$ cat config.mk
export PLATFORM = sky130hd
export DESIGN_NAME = mux_n_1_reg
export DESIGN_NICKNAME = d
export VERILOG_FILES = /design/src/rtl/alu_pkg.sv /design/src/rtl/rr_pick.sv /design/src/rtl/mux_n_1_reg.sv
export SDC_FILE = /design/constraint.sdc
export NUM_CORES = 1
export LEC_CHECK = 0
export CORE_MARGIN = 3
export CORE_UTILIZATION = 36
export DETAILED_ROUTE_END_ITERATION = 12
export MAX_ROUTING_LAYER = met4
export PLACE_DENSITY_LB_ADDON = 0.3
export SLEW_MARGIN = 20
export SYNTH_ARGS = -nofsm -noshare
export SYNTH_HDL_FRONTEND = slang
export SYNTH_SLANG_ARGS = --single-unit
$ cat constraint.sdc
create_clock -name clk -period 2.15 [get_ports clk]
set_input_delay 0.215 -clock clk [delete_from_list [all_inputs] [get_ports clk]]
set_output_delay 0.215 -clock clk [all_outputs]
set_load 0.02 [all_outputs]
$ cat src/rtl/alu_pkg.sv
// rtl/alu_pkg.sv - shared constants for the ALU/autoencoder datapath muxes
//
// Purpose: mode selectors for mux_n_1_reg.
//   MODE_SEL : grant follows the external sel input
//   MODE_RR  : grant comes from a round-robin arbiter
package alu_pkg;

    localparam int MODE_SEL = 0;
    localparam int MODE_RR  = 1;

endpackage

$ cat src/rtl/rr_pick.sv
// rtl/rr_pick.sv - combinational round-robin picker
//
// Purpose: picks the first requesting channel, searching upward from ptr+1
// modulo N_IN. No request means an all-zero one-hot grant.
// Ports:
//   req     in  N_IN   request vector (one bit per channel)
//   ptr     in  SEL_W  index of the most recently granted channel
//   gnt_oh  out N_IN   one-hot grant, zero when nothing is requested
//   gnt_idx out SEL_W  binary index of the granted channel (0 when no grant)
module rr_pick #(
    parameter int N_IN  = 4,
    parameter int SEL_W = $clog2(N_IN)
) (
    input  logic [N_IN-1:0]  req,
    input  logic [SEL_W-1:0] ptr,
    output logic [N_IN-1:0]  gnt_oh,
    output logic [SEL_W-1:0] gnt_idx
);

    logic found;
    int   idx;

    always_comb begin
        gnt_oh  = '0;
        gnt_idx = '0;
        found   = 1'b0;
        idx     = 0;
        // k runs 1..N_IN so the channel at ptr itself is visited last
        for (int k = 1; k <= N_IN; k++) begin
            idx = (int'(ptr) + k) % N_IN;
            if (!found && req[idx]) begin
                found       = 1'b1;
                gnt_oh[idx] = 1'b1;
                gnt_idx     = SEL_W'(idx);
            end
        end
    end

endmodule

$ cat src/rtl/mux_n_1_reg.sv
// rtl/mux_n_1_reg.sv - registered N:1 stream mux with select or round-robin grant
//
// Purpose: steers one of N_IN valid/ready operand streams into a single
// registered output stage. The grant comes from sel (MODE_SEL) or from a
// round-robin arbiter (MODE_RR).
// Ports:
//   clk        in  1           rising-edge clock
//   rst        in  1           synchronous active-high reset
//   in_data    in  N_IN*WIDTH  channel i at [i*WIDTH +: WIDTH]
//   in_valid   in  N_IN        per-channel valid
//   in_ready   out N_IN        per-channel ready, at most one bit high
//   sel        in  SEL_W       channel select (MODE_SEL only)
//   out_data   out WIDTH       registered output word
//   out_valid  out 1           output word valid
//   out_ready  in  1           downstream accepts the word
//   out_src    out SEL_W       channel that produced out_data
module mux_n_1_reg
    import alu_pkg::*;
#(
    parameter  int WIDTH = 16,
    parameter  int N_IN  = 4,
    parameter  int MODE  = MODE_SEL,
    localparam int SEL_W = $clog2(N_IN)
) (
    input  logic                  clk,
    input  logic                  rst,
    input  logic [N_IN*WIDTH-1:0] in_data,
    input  logic [N_IN-1:0]       in_valid,
    output logic [N_IN-1:0]       in_ready,
    input  logic [SEL_W-1:0]      sel,
    output logic [WIDTH-1:0]      out_data,
    output logic                  out_valid,
    input  logic                  out_ready,
    output logic [SEL_W-1:0]      out_src
);

    logic             can_load;
    logic             gnt_valid;
    logic [SEL_W-1:0] gnt_idx;
    logic [WIDTH-1:0] gnt_data;
    logic             transfer;

    // Output register is free when empty or being drained this cycle;
    // this is the only combinational path from out_ready to in_ready.
    assign can_load = !out_valid || out_ready;

    generate
        if (MODE == MODE_RR) begin : g_rr
            logic [SEL_W-1:0] ptr;
            logic [N_IN-1:0]  gnt_oh;

            rr_pick #(
                .N_IN  (N_IN),
                .SEL_W (SEL_W)
            ) u_rr_pick (
                .req     (in_valid),
                .ptr     (ptr),
                .gnt_oh  (gnt_oh),
                .gnt_idx (gnt_idx)
            );

            assign gnt_valid = |gnt_oh;

            // Pointer moves only on a real transfer, so a stalled or idle
            // cycle never costs a channel its turn.
            always_ff @(posedge clk) begin
                if (rst) begin
                    ptr <= SEL_W'(N_IN - 1);
                end else if (transfer) begin
                    ptr <= gnt_idx;
                end
            end
        end else begin : g_sel
            localparam logic [SEL_W:0] N_IN_L = (SEL_W + 1)'(N_IN);

            // sel values past the last channel (non-power-of-two N_IN) grant nothing
            assign gnt_valid = ({1'b0, sel} < N_IN_L);
            assign gnt_idx   = sel;
        end
    endgenerate

    always_comb begin
        in_ready = '0;
        gnt_data = '0;
        for (int i = 0; i < N_IN; i++) begin
            if (gnt_idx == SEL_W'(i)) begin
                gnt_data    = in_data[i*WIDTH +: WIDTH];
                in_ready[i] = gnt_valid && can_load && !rst;
            end
        end
    end

    assign transfer = |(in_valid & in_ready);

    always_ff @(posedge clk) begin
        if (rst) begin
            out_valid <= 1'b0;
            out_data  <= '0;
            out_src   <= '0;
        end else if (transfer) begin
            out_valid <= 1'b1;
            out_data  <= gnt_data;
            out_src   <= gnt_idx;
        end else if (out_ready) begin
            out_valid <= 1'b0;
        end
    end

endmodule

==> results.py, run 1 <==
metrics = {
    "status": {
        "status": "complete, no violations",
    },
    "worst_setup_path": {
        "end_kind": "output port",
        "timing.rr.start": "out_valid$_SDFFE_PP0P_",
        "crit_chain": "clkdlybuf4s50_1 -> inv_2 -> nor4b_1 -> clkdlybuf4s50_1",
        "cp_common_cell": "clkdlybuf4s50_1",
        "rrSetupSlack_ns": 0.51,
        "cp_data_required_time_ns": 1.93,
        "crit_arrival_ns": 1.83,
        "startpoint": "sel[0]",
        "path_class": "in -> out",
        "crit_path_max_incr_delay_ns": 0.66,
        "setup.worst_path.start_class": "primary input",
        "critPathMaxFanout": 5,
        "crit_slowest_cell": "clkdlybuf4s50_1",
    },
    "final_layout": {
        "layout_common_cells": "95 x clkdlybuf4s50_1, 19 x dfxtp_1, 18 x o21ai_1, 18 x a21oi_1",
        "final_common_cell": "clkdlybuf4s50_1",
        "area_growth_pct": 78.8,
        "nets": 288,
        "antenna_cells": 0,
        "drive_above_1_share": 0.159,
    },
    "logic_synthesis": {
        "syn_area_sq_mm": 0.00126,
        "synth_top_cell_area_share": 0.302,
        "synth_top_area_cell": "dfxtp_1",
        "synthArstFlopShare": 0,
        "synth_top_family_by_area": "multiplexers",
        "yosysUniqueCellTypes": 25,
        "synth_edf_count": 0,
        "synth_compound_area_frac": 0.154,
        "yosysWarnings": 0,
        "synth-adder-area-share": 0,
        "syn_inst": 122,
        "synthesis.nets": 195,
        "ys_seq_area_frac": 0.302,
        "synthMuxAreaShare": 0.325,
        "netlist_top_cells_area": "dfxtp_1 30%, mux4_2 29%, a21oi_1 7.1%, o21ai_1 7.1%, nand3_1 6.4%",
        "avgSynthCellArea_sq_um": 10.3,
        "ys_ff_latch": 19,
        "yosys.area_share.xor_xnor": 0,
        "ys.flop_type": "dfxtp_1",
        "yosys.area_share.simple": 0.137,
    },
    "min_path": {
        "hold_start": "out_data[7]$_SDFFE_PP0P_",
        "hp-class": "reg -> reg",
    },
    "timing": {
        "setup_viol": 0,
        "fin_crit_sh": 0.953,
        "fmax_mhz": 488,
        "min_period_ns": 2.05,
        "setup_slack_ns": 0.102,
        "maxSlewViolCount": 0,
        "maxSlewHeadroom": 0.570,
        "worstMarginPinSlew_ns": 0.644,
        "tns_ns": 0,
        "finalClockSkew_ns": 0.00195,
        "hold_viol": 0,
        "rsz0062_at_grt": "no",
    },
    "clock_network": {
        "cts-resized-gates": 0,
        "post-cts-setup-buffers": 0,
        "cts_root_buf": "clkbuf_4",
        "cts_buffers": 3,
        "htree_levels": 1,
        "cts_sinks": 19,
        "cts_tree": "yes",
        "cts_buffer_depth": 2,
        "clk_latency_ns": 0.31,
        "ctsHoldBuffers": 0,
        "clkTransAtPathRegs_ns": 0.11,
    },
    "routing": {
        "drc": 0,
        "drt_pre_antenna_iters": 4,
        "dr.first_iter.drc_count": 106,
        "finalWirelength_um": 4380,
        "wire_per_inst_um": 17.0,
        "via_per_inst": 5.40,
        "vias": 1394,
        "ant_nets": 0,
    },
    "power_and_ir_drop": {
        "p_per_area_mw_per_mm2": 451,
        "worst_ir_drop_vdd_mv": 0.274,
        "power.static_leakage_nw": 0.790,
    },
    "global_routing": {
        "grt_pass1_wl_um": 6930,
        "overflow": 0,
        "gr-usage-all-layers": 0.220,
        "grt_pass1_vias": 1475,
        "grt_max_degree": 20,
        "antenna_found_initial": 0,
    },
    "flow_run": {
        "cap_violations": 0,
    },
    "floorplanning": {
        "io_pins": 96,
        "dieArea_sq_mm": 0.00425,
        "die_w_um": 65.2,
        "die_y_um": 65.2,
        "rows": 20,
        "core_area_sq_mm": 0.00320,
        "start_util": 0.393,
    },
    "placed_design": {
        "hpwl_um": 3640,
        "place_congestion": 0.738,
        "io_buffer_count": 95,
        "post-place-ws_ns": 0.0392,
    },
}
[per-layer routing]
layer	global-route usage	up-vias	wire [um]	part of all wire
met5	-	-	0	0
met4	0.104	0	134	0.031
met3	0.0479	13	203	0.046
met2	0.387	57	2500	0.57
met1	0.235	664	1550	0.35
li1	-	660	-	-
[kinds of logic (layout without fill, tap and decap cells)]
kind of cell	count (synthesis)	count (layout)
AOI/OAI and AO/OA	38	38
buffers and inverters	16	108
DFF	19	19
muxes	20	20
and+or+nand+nor	29	29
[per-stage QoR]
step	util	power, mW	hold WS [ns]	std cells	instance area (sq um)
after floorplan	-	0.614	0.455	122	1260
after detailed placement	0.695	0.837	0.458	254	2230
final	0.704	1.02	0.474	258	2250
after CTS	0.704	1.02	0.473	258	2250
after global routing	0.704	1.07	0.494	258	2250
after global placement	0.695	0.824	0.451	254	2230
[Yosys cell counts, types with 2 or more instances]
| library cell | n |
|---|---|
| mux2i_1 | 2 |
| mux4_2 | 16 |
| clkbuf_1 | 3 |
| a21oi_1 | 18 |
| nor4_1 | 2 |
| dfxtp_1 | 19 |
| nand3_1 | 16 |
| buf_4 | 4 |
| o21ai_1 | 18 |
| buf_6 | 3 |
| buf_2 | 5 |
| nor2_1 | 2 |
| nor4b_1 | 2 |
[worst max-delay path: cells and delay by family]
kind / cells / cell delay, ns
buffers and inverters: 3 / 1.30
and+or+nand+nor: 1 / 0.31
[layout make-up]
class / instances / area (sq um)
repair buffers: 103 / 1010
fillers: 265 / 950
multi-input cells: 87 / 776
flip-flops and latches: 19 / 380
well taps: 44 / 55.1
clock buffers: 3 / 22.5
clock inverters: 1 / 5.00
inverters: 1 / 3.75
[flip-flops by register name, indices dropped and copies added, names as in the netlist]
| name | flops |
|---|---|
| out_data | 16 |
| out_src | 2 |
| out_valid | 1 |
[power breakdown]
| group | switching, mW | leakage (nW) | internal (mW) | total (mW) |
|---|---|---|---|---|
| Sequential | 0.0167 | 0.156 | 0.382 | 0.399 |
| Combinational | 0.169 | 0.616 | 0.260 | 0.429 |
| Clock | 0.119 | 0.0177 | 0.0696 | 0.189 |
[final timing paths]
path                                    to  cells past startpoint
setup / recovery               in_ready[3]                      4
hold / removal    out_data[7]$_SDFFE_PP0P_                      2
setup reg to reg  out_data[1]$_SDFFE_PP0P_                      5
hold reg to reg   out_data[7]$_SDFFE_PP0P_                      2
(Power assumes the default switching activity.)
==> run 2: changes to the inputs <==
MAX_ROUTING_LAYER = default   (was met4)
==> results.py, run 2 (synthesis results as in run 1) <==
metrics = {
    "timing": {
        "fmax_mhz": 487,
        "rsz0062_at_grt": "no",
        "finalClockSkew_ns": 0.00194,
        "min_period_ns": 2.05,
        "maxSlewViolCount": 0,
        "tns_ns": 0,
        "hold_viol": 0,
        "setup_slack_ns": 0.0986,
        "holdWs_ns": 0.474,
        "setup_viol": 0,
        "worstMarginPinSlew_ns": 0.644,
        "maxSlewHeadroom": 0.570,
        "fin_crit_sh": 0.954,
    },
    "routing": {
        "ant_nets": 0,
        "vias": 1394,
        "via_per_inst": 5.40,
        "drc": 0,
        "wire_per_inst_um": 17.0,
        "dr.first_iter.drc_count": 106,
        "finalWirelength_um": 4380,
        "drt_pre_antenna_iters": 4,
    },
    "global_routing": {
        "overflow": 0,
        "grt_max_degree": 20,
        "grt_pass1_vias": 1475,
        "gr-usage-all-layers": 0.214,
        "grt_pass1_wl_um": 6930,
        "antenna_found_initial": 0,
    },
    "flow_run": {
        "cap_violations": 0,
    },
    "final_layout": {
        "final_common_cell": "clkdlybuf4s50_1",
        "top_regs": "out_data (16), out_src (2), out_valid (1)",
        "drive_above_1_share": 0.159,
        "fill_cells": 265,
        "largest_reg_flops": 16,
        "nets": 288,
        "stdcell_area_sq_mm": 0.00225,
        "antenna_cells": 0,
        "area_growth_pct": 78.8,
        "register_area_sq_um": 380,
        "layout_common_cells": "95 x clkdlybuf4s50_1, 19 x dfxtp_1, 18 x o21ai_1, 18 x a21oi_1",
        "multi_input_area_sq_um": 776,
        "max_flop_register": "out_data",
    },
    "clock_network": {
        "cts_root_buf": "clkbuf_4",
        "post-cts-setup-buffers": 0,
        "ctsHoldBuffers": 0,
        "cts_buffers": 3,
        "clkTransAtPathRegs_ns": 0.11,
        "htree_levels": 1,
        "cts_sinks": 19,
        "cts_buffer_depth": 2,
        "cts-resized-gates": 0,
        "cts_tree": "yes",
        "clk_latency_ns": 0.31,
    },
    "placed_design": {
        "place_area_sq_mm": 0.00223,
        "place_congestion": 0.729,
        "hpwl_um": 3640,
        "io_buffer_count": 95,
        "post-place-ws_ns": 0.0392,
    },
    "worst_setup_path": {
        "path_class": "in -> out",
        "cp_data_required_time_ns": 1.93,
        "crit_arrival_ns": 1.84,
        "critPathMaxFanout": 5,
        "end_kind": "output port",
        "setup.worst_path.start_class": "primary input",
    },
    "power_and_ir_drop": {
        "p_int_uw": 712,
        "p_per_area_mw_per_mm2": 451,
        "switching_share": 0.300,
        "total_power_mw": 1.02,
        "power.static_leakage_nw": 0.790,
        "pwr-share-clk": 0.186,
        "power_frac_comb": 0.422,
        "seq_power_share": 0.392,
        "worst_ir_drop_vdd_mv": 0.274,
        "p_sw_uw": 305,
    },
    "floorplanning": {
        "io_pins": 96,
        "die_y_um": 65.2,
        "die_w_um": 65.2,
        "dieArea_sq_mm": 0.00425,
        "core_area_sq_mm": 0.00320,
        "rows": 20,
        "start_util": 0.393,
    },
    "min_path": {
        "hp-class": "reg -> reg",
    },
    "status": {
        "status": "complete, no violations",
    },
}
-- run 2: cell counts in the layout (fill, tap and decap cells not counted) --
No cell type changed its count.
-- run 2: routing by layer --
layer	up-vias	global-route usage	part of all wire
li1	660	-	-
met1	664	0.232	0.35
met2	57	0.387	0.57
met3	13	0.0513	0.049
met4	0	0.104	0.031
met5	-	0	0
-- run 2: critical path, stage by stage --
cell and delay [ns]:
clkdlybuf4s50_1 0.56, inv_2 0.08, nor4b_1 0.31, clkdlybuf4s50_1 0.66
-- run 2: power by group through the flow --
stage / combinational, mW / clock, mW / sequential [mW]
6_report: 0.429 / 0.189 / 0.399
5_1_grt: 0.456 / 0.213 / 0.403
4_1_cts: 0.431 / 0.192 / 0.399
3_5_place_dp: 0.430 / 0 / 0.407
3_3_place_gp: 0.418 / 0 / 0.406
2_1_floorplan: 0.172 / 0 / 0.442
-- run 2: path summary, 6_finish.rpt --
| check | slack [ns] | cells past startpoint | endpoint | startpoint |
|---|---|---|---|---|
| worst min register to register | 0.47 | 2 | out_data[7]$_SDFFE_PP0P_ | out_data[7]$_SDFFE_PP0P_ |
| worst max register to register | 0.51 | 5 | out_data[1]$_SDFFE_PP0P_ | out_valid$_SDFFE_PP0P_ |
| worst max-delay path | 0.1 | 4 | in_ready[3] | sel[0] |
| worst min-delay path | 0.47 | 2 | out_data[7]$_SDFFE_PP0P_ | out_data[7]$_SDFFE_PP0P_ |
-- run 2: final cells by class --
type                       instances  share of cell area
clock buffer                       3             0.00999
clock inverter                     1             0.00222
inverter                           1             0.00167
multi-input combinational         87               0.344
sequential                        19               0.169
tap                               44              0.0244
timing repair buffer             103               0.449
-- run 2: stage by stage --
stage                      util  instances
after floorplan               -        122
after global placement    0.695        254
after detailed placement  0.695        254
after CTS                 0.704        258
after global routing      0.704        258
final                     0.704        258
